### src/rtl/cond_unit_ex.sv
// Execute-stage condition unit: holds the NZCV flag register, evaluates the
// ARM condition field of the instruction in E and gates the decoder's
// write/branch requests into committed controls.
// Optional feature macro: CONDEX_PERF_EN adds a saturating SquashCnt output
// counting condition-failed live instructions.
module cond_unit_ex #(
    parameter logic [3:0] FLAG_RST = 4'b0000,
    parameter int         CNT_W    = 16
) (
    input  logic             clk,
    input  logic             reset,
    input  logic             ValidE,
    input  logic             StallE,
    input  logic             FlushE,
    input  logic [3:0]       CondE,
    input  logic [1:0]       FlagWE,
    input  logic             PCSE,
    input  logic             BranchE,
    input  logic             RegWE,
    input  logic             MemWE,
    input  logic             NoWriteE,
    input  logic [3:0]       ALUFlags,
    output logic             CondExE,
    output logic             PCSrcE,
    output logic             BranchTakenE,
    output logic             RegWriteE,
    output logic             MemWriteE,
`ifdef CONDEX_PERF_EN
    output logic [CNT_W-1:0] SquashCnt,
`endif
    output logic [3:0]       Flags
);

    logic [3:0] flags_q;
    logic       flag_n, flag_z, flag_c, flag_v;
    logic       cond_pass;
    logic       live;

    assign {flag_n, flag_z, flag_c, flag_v} = flags_q;
    assign Flags = flags_q;

    // Evaluate the condition field against the registered flags.
    always_comb begin
        // NOTE: assign a default before the case so every path drives the
        // output; a missing branch would otherwise infer a latch.
        cond_pass = 1'b0;
        case (CondE)
            4'b0000: cond_pass = flag_z;                          // EQ
            4'b0001: cond_pass = ~flag_z;                         // NE
            4'b0010: cond_pass = flag_c;                          // CS
            4'b0011: cond_pass = ~flag_c;                         // CC
            4'b0100: cond_pass = flag_n;                          // MI
            4'b0101: cond_pass = ~flag_n;                         // PL
            4'b0110: cond_pass = flag_v;                          // VS
            4'b0111: cond_pass = ~flag_v;                         // VC
            4'b1000: cond_pass = flag_c & ~flag_z;                // HI
            4'b1001: cond_pass = ~flag_c | flag_z;                // LS
            4'b1010: cond_pass = (flag_n == flag_v);              // GE
            4'b1011: cond_pass = (flag_n != flag_v);              // LT
            4'b1100: cond_pass = ~flag_z & (flag_n == flag_v);    // GT
            4'b1101: cond_pass = flag_z | (flag_n != flag_v);     // LE
            4'b1110: cond_pass = 1'b1;                            // AL
            default: cond_pass = 1'b0;                            // reserved: never
        endcase
    end

    // A slot commits only when it holds a real, unstalled, unflushed instruction.
    assign live         = ValidE & ~StallE & ~FlushE & ~reset;
    assign CondExE      = live & cond_pass;
    assign PCSrcE       = PCSE & CondExE;
    assign BranchTakenE = BranchE & CondExE;
    assign RegWriteE    = RegWE & ~NoWriteE & CondExE;
    assign MemWriteE    = MemWE & CondExE;

    // Flag register: N,Z and C,V halves update independently; no bypass, so
    // the next instruction sees the new value in its own E cycle.
    always_ff @(posedge clk) begin
        // NOTE: sequential state uses non-blocking assignments so every
        // register samples its inputs from before the edge.
        if (reset) begin
            flags_q <= FLAG_RST;
        end else begin
            if (CondExE && FlagWE[1]) flags_q[3:2] <= ALUFlags[3:2];
            if (CondExE && FlagWE[0]) flags_q[1:0] <= ALUFlags[1:0];
        end
    end

`ifdef CONDEX_PERF_EN
    logic [CNT_W-1:0] squash_q;

    // Saturating count of live instructions whose condition failed.
    always_ff @(posedge clk) begin
        if (reset) begin
            squash_q <= '0;
        end else if (live && !cond_pass && (squash_q != {CNT_W{1'b1}})) begin
            squash_q <= squash_q + 1'b1;
        end
    end

    assign SquashCnt = squash_q;
`else
    // Counter width is meaningless without the counter.
    localparam int unused_cnt_w = CNT_W;
`endif

endmodule

### config.mk
export PLATFORM = sky130hd
export DESIGN_NAME = cond_unit_ex
export DESIGN_NICKNAME = d
export VERILOG_FILES = /design/src/rtl/cond_unit_ex.sv
export SDC_FILE = /design/constraint.sdc
export NUM_CORES = 1
export LEC_CHECK = 0
export BUFFER_PORTS_ARGS = -buffer_cell sky130_fd_sc_hd__buf_2
export CAP_MARGIN = 10
export CORE_MARGIN = 3
export CORE_UTILIZATION = 37
export CTS_BUF_LIST = sky130_fd_sc_hd__clkbuf_4 sky130_fd_sc_hd__clkbuf_8 sky130_fd_sc_hd__clkbuf_16
export CTS_CLUSTER_DIAMETER = 40
export DETAILED_ROUTE_END_ITERATION = 16
export GPL_ROUTABILITY_DRIVEN = 0
export PLACE_DENSITY = 0.73
export SLEW_MARGIN = 20
export SYNTH_ARGS = -nofsm -noshare
export SYNTH_HDL_FRONTEND = slang
export SYNTH_SLANG_ARGS = --single-unit
### constraint.sdc
create_clock -name clk -period 1.5 [get_ports clk]
set_input_delay 0.15 -clock clk [delete_from_list [all_inputs] [get_ports clk]]
set_output_delay 0.15 -clock clk [all_outputs]
set_load 0.01 [all_outputs]
==> results of run 1 <==
-- cells in the mapped netlist --
library cell	number	area, µm²
o21ai_0	1	5.00
a41oi_1	1	8.76
o211a_1	1	10.0
nor2_1	2	7.51
mux2i_1	2	20.0
buf_2	2	10.0
nor4bb_1	1	10.0
nor2b_4	2	27.5
and3b_1	1	8.76
inv_1	1	3.75
mux2_1	4	45.0
and2b_1	3	22.5
or4b_1	1	10.0
and2_1	4	25.0
a32oi_1	1	8.76
nand2_1	4	15.0
nor3_1	1	5.00
nand4b_1	1	8.76
a211oi_1	1	7.51
a22oi_1	1	7.51
nor3_4	1	16.3
nor2b_1	2	12.5
a21oi_2	3	26.3
o32ai_1	1	8.76
nand2b_1	1	6.26
dfxtp_1	4	80.1
a32o_1	1	10.0
nand3b_1	1	7.51
xnor2_1	1	8.76
a21oi_1	2	10.0
buf_6	2	22.5
a21boi_2	1	11.3
-- through the flow --
stage | setup WS (ns) | TNS [ns] | std cells | power, mW
finish | -0.419 | -3.30 | 112 | 0.382
global route | -0.477 | -3.81 | 112 | 0.403
CTS | -0.389 | -3.03 | 112 | 0.381
detailed placement | -0.256 | -2.08 | 105 | 0.217
global placement | -0.234 | -1.63 | 105 | 0.215
floorplan | -0.0868 | -0.532 | 55 | 0.173
-- cells by family after synthesis --
kind of cell	count (synthesis)	synth area share [%]
buffers and inverters	5	7.45
DFF	4	16.5
muxes	6	13.4
AOI/OAI and AO/OA	14	23.4
and+or+nand+nor	25	37.5
xor gates and xnor gates	1	1.80
-- layout by cell type (no fill, tap or decap), types with 2 or more instances in the layout --
cell type	Yosys	routed
a21oi_1	2	2
a21oi_4	0	3
and2_4	0	3
and2b_1	3	3
buf_2	2	24
buf_4	0	11
buf_6	2	9
clkbuf_4	0	3
dfxtp_2	0	2
dfxtp_4	0	2
mux2_4	0	4
mux2i_1	2	2
nand2_1	4	4
nor2_1	2	2
nor2b_4	2	2
-- power by group through the flow --
stage | Combinational [mW] | Clock [mW] | Sequential (mW)
after global routing | 0.153 | 0.142 | 0.108
after detailed placement | 0.108 | 0 | 0.109
after global placement | 0.106 | 0 | 0.109
final | 0.142 | 0.132 | 0.108
after floorplan | 0.0626 | 0 | 0.110
after CTS | 0.134 | 0.140 | 0.107
-- routing by layer --
metal / up-vias / part of all wire, %
met3: 4 / 4.7
met1: 273 / 40
met4: 0 / 2.5
met2: 19 / 52
met5: - / 0
li1: 290 / -
-- path summary, 6_finish.rpt --
kind                    end  slack [ns]  cells after the start
hold reg to reg    Flags[1]        0.74                      3
setup reg to reg   Flags[0]       -0.37                      8
setup / recovery  RegWriteE       -0.42                      7
hold / removal     Flags[1]        0.14                      2
-- final cells by class --
| class | count | area (µm²) |
|---|---|---|
| Clock buffer | 3 | 22.5 |
| Timing Repair Buffer | 44 | 304 |
| Multi-Input combinational cell | 46 | 454 |
| Fill cell | 87 | 279 |
| Inverter | 1 | 3.75 |
| Tap cell | 14 | 17.5 |
| Sequential cell | 4 | 90.1 |
-- what timing repair did --
item	4_1_cts	5_1_grt
gates resized for setup	16	8
buffers inserted	4	2
pin swaps	6	4
endpoints found under the hold margin	0	0
setup endpoints to repair	9	9
==> flow_summary.toml, run 1 <==
[synth]
synthCells = 55
netlist_area_um2 = 487
ys_warn_count = 0
synth_cell_types = 32
syn-num-nets = 75
syn_avg_cell_area_um2 = 8.85
ys_ff_latch = 4
ys_seq_area_share_pct = 16.5

[critical_path]
path_cells = "buf_6 -> nor4bb_1 -> o211a_1 -> a21oi_4 -> a21boi_4 -> and3b_1 -> buf_2"
worstPathRequired_ns = 1.35
cp_slowest_cell = "dfxtp_4"
criticalPathCategory = "flop to output pin"
rr_startpoint = "Flags[3]"
critical_path.max_stage_delay_ns = 0.35
cp-end-kind = "output pin"
crit_start = "Flags[3]"
cp-start-kind = "flop"
arrival_ns = 1.77
crit_family = "compound AO/OA/AOI/OAI gates"
path_max_fanout = 5
crit_buf_inv = 2

[pwr]
clockPowerShare_pct = 34.7
p_int_mw = 0.273
power_frac_comb_pct = 37.1
seq_power_share_pct = 28.2
ir_drop_v = 0.000338
p_leak_nw = 0.448
powerDensity_nw_per_um2 = 428
p_sw_mw = 0.109
switching_share_pct = 28.5

[sta]
fmax_ghz = 0.521
holdWs_ns = 0.142
fin_crit_ns = 1.92
tightest_slew_ns = 0.312
final-hold-violation-count = 0
setup_viol = 9
finalCritPeriodShare_pct = 128
slew_violations = 0
fin_skew_ns = 0.00786
rsz0062_at_grt = "yes"
setup_ws_ns = -0.419
slew_headroom_pct = 79.0

[die]
io_pins = 29
fp-row-count = 12
start_util_pct = 41.6
fp.dieH_um = 42.3
coreArea_um2 = 1170
die_w_um = 42.3
dieArea_um2 = 1790

[global_route]
grt_util_all_layers_pct = 17.2
top_usage_layer = "met2"
grt_max_degree = 11
grtUsageMet3_pct = 1.29
antenna_found_initial = 0
grt_remaining_overflow = 0
grt_pass1_vias = 564
use_met1_pct = 19.3
grt_use_met2_pct = 32.2
grt_pass1_wl_mm = 2.38

[layout]
num-nets-final = 120
fin_util_pct = 76.2
n_antenna_cell = 0
syn2layout_area_growth_pct = 83.3
fin_area_um2 = 892
largest_reg_flops = 4
drive_above_1_share_pct = 72.4

[clock_tree]
cts_hold_buffers = 0
ctsLongestPathBuffers = 2
cts_max_level = 1
clock-sinks = 4
insertion_delay_ns = 0.23
cts_tree = "yes"
cts_buffers = 3
root_buffer = "clkbuf_4"
clkTransAtPathRegs_ns = 0.04

[run]
cap_violations = 0

[place]
io_buffers = 28
hpwl_mm = 1.06
place_area_um2 = 721

[route]
num_vias = 586
routedWlPerCell_um = 13.6
vias_per_cell = 5.23
drc = 0
drt-initial-drc-count = 2
dr.pass1.iters = 2
postRouteAntennaNets = 0
routed_wl_mm = 1.53

[outcome]
outcome = "finished, violations left"
violations = "negative setup slack"

[worst_hold_path]
min_from = "ALUFlags[1]"
hold_class = "primary input to flop"
No activity file was read; power rests on OpenSTA's default activity.
==> run 2: changes to the inputs <==
--- a/config.mk
+++ b/config.mk
@@ -7,13 +7,14 @@
 export LEC_CHECK = 0
 export BUFFER_PORTS_ARGS = -buffer_cell sky130_fd_sc_hd__buf_2
 export CAP_MARGIN = 10
-export CORE_MARGIN = 3
-export CORE_UTILIZATION = 37
+export CORE_AREA = 3 3 40 42
 export CTS_BUF_LIST = sky130_fd_sc_hd__clkbuf_4 sky130_fd_sc_hd__clkbuf_8 sky130_fd_sc_hd__clkbuf_16
 export CTS_CLUSTER_DIAMETER = 40
 export DETAILED_ROUTE_END_ITERATION = 16
+export DIE_AREA = 0 0 43 45
 export GPL_ROUTABILITY_DRIVEN = 0
-export PLACE_DENSITY = 0.73
+export PLACE_DENSITY = 0.69
+export SETUP_SLACK_MARGIN = 0.4
 export SLEW_MARGIN = 20
 export SYNTH_ARGS = -nofsm -noshare
 export SYNTH_HDL_FRONTEND = slang
==> constraint.sdc (replaced) <==
create_clock -name clk -period 2 [get_ports clk]
set_input_delay 0.2 -clock clk [delete_from_list [all_inputs] [get_ports clk]]
set_output_delay 0.2 -clock clk [all_outputs]
set_load 0.01 [all_outputs]
==> flow_summary.toml, run 2 (same netlist as run 1, synthesis figures left out) <==
[global_route]
grt_pass1_vias = 466
grt_remaining_overflow = 0
grt_pass1_wl_mm = 1.90
antenna_found_initial = 0
grt_max_degree = 12
grt_util_all_layers_pct = 13.2

[critical_path]
cp-start-kind = "flop"
criticalPathCategory = "flop to output pin"
worstReg2RegEnd = "Flags[3]"
ff2ff_setup_slack_ns = 0.28
arrival_ns = 1.68
rr_startpoint = "Flags[1]"
cp-end-kind = "output pin"
worstPathRequired_ns = 1.80
path_max_fanout = 6
reg2reg_depth = 7

[pwr]
powerDensity_nw_per_um2 = 397
p_leak_nw = 0.379
ir_drop_v = 0.000347
total_power_mw = 0.289

[sta]
slew_violations = 0
finalCritPeriodShare_pct = 94.0
fmax_ghz = 0.532
fin_crit_ns = 1.88
holdWs_ns = 0.168
tightest_slew_ns = 0.289
rsz0062_at_grt = "yes"
setup_viol = 0
fin_skew_ns = 0.000217
final-hold-violation-count = 0
setup_ws_ns = 0.121
slew_headroom_pct = 80.7
fin_tns_setup_ns = 0

[place]
dp.cells = 94
hpwl_um = 903
post-place-ws_ns = 0.230
io_buffers = 28
place_area_um2 = 638

[layout]
num-nets-final = 108
drive_above_1_share_pct = 60.9
fin_area_um2 = 727
fin_util_pct = 56.6
n_antenna_cell = 0
largest_reg_flops = 4
syn2layout_area_growth_pct = 49.4
mostFrequentLayoutCell = "buf_2"
final_cells = 102

[run]
cap_violations = 0

[route]
drc = 0
dr.pass1.iters = 2
routed_wl_mm = 1.24
vias_per_cell = 5.32
drt-initial-drc-count = 4
num_vias = 543
postRouteAntennaNets = 0
routedWlPerCell_um = 12.2

[die]
die_w_um = 43
dieArea_um2 = 1940
start_util_pct = 37.9
fp.dieH_um = 45
io_pins = 29
fp-row-count = 13
coreArea_um2 = 1280

[clock_tree]
clkTransAtPathRegs_ns = 0.04
cts_buffers = 3
ctsLongestPathBuffers = 2
clock-sinks = 4
root_buffer = "clkbuf_4"
cts_tree = "yes"
cts_hold_buffers = 0
cts_max_level = 1
insertion_delay_ns = 0.24

[worst_hold_path]
min_from = "ALUFlags[2]"
hold_path_end = "Flags[2]"
hold-path-cell-count = 2
hold_class = "primary input to flop"

[outcome]
outcome = "finished, final reports clean"
[run 2: per-layer routing]
| metal | vias to the layer above | wire, µm | global-route usage [%] |
|---|---|---|---|
| li1 | 268 | - | - |
| met4 | 0 | 61 | 9.04 |
| met1 | 242 | 477 | 14.7 |
| met2 | 24 | 608 | 22.5 |
| met3 | 9 | 94 | 3.19 |
| met5 | - | 0 | 0 |
[run 2: layout make-up]
type / instances / area, µm²
clock buffers: 4 / 30.0
fillers: 125 / 558
inverters: 1 / 3.75
multi-input cells: 46 / 414
flip-flops and latches: 4 / 90.1
well taps: 15 / 18.8
repair buffers: 32 / 170
[run 2: power by group]
group | total [mW] | internal (mW) | switching [mW]
clock | 0.127 | 0.0888 | 0.0387
sequential | 0.0811 | 0.0791 | 0.00198
combinational | 0.0803 | 0.0409 | 0.0393
total | 0.289 | 0.209 | 0.0800
[run 2: what timing repair did]
item | CTS | global route
endpoints found under the setup margin | 9 | 9
pin swaps | 7 | 3
cloned | 0 | 0
gates resized for setup | 0 | 5
buffers inserted | 3 | 1
[run 2: critical path: stages, from the launching register on]
cell and delay, ns:
dfxtp_4 0.38, buf_4 0.12, nor2b_4 0.03, a32oi_2 0.17, o32ai_2 0.12, nor3_4 0.24, a21boi_4 0.08, and3b_1 0.16
buf_2 0.13
[run 2: worst max path at each step]
stage                     slack, ns  cells after the start         to     start
after floorplan                0.39                      7  RegWriteE  CondE[1]
after detailed placement       0.23                      6  RegWriteE     reset
after global routing           0.01                      8  RegWriteE  Flags[0]
after CTS                      0.07                      7  RegWriteE  Flags[0]
after global placement         0.23                      6   Flags[0]     reset
final                          0.12                      8  RegWriteE  Flags[0]
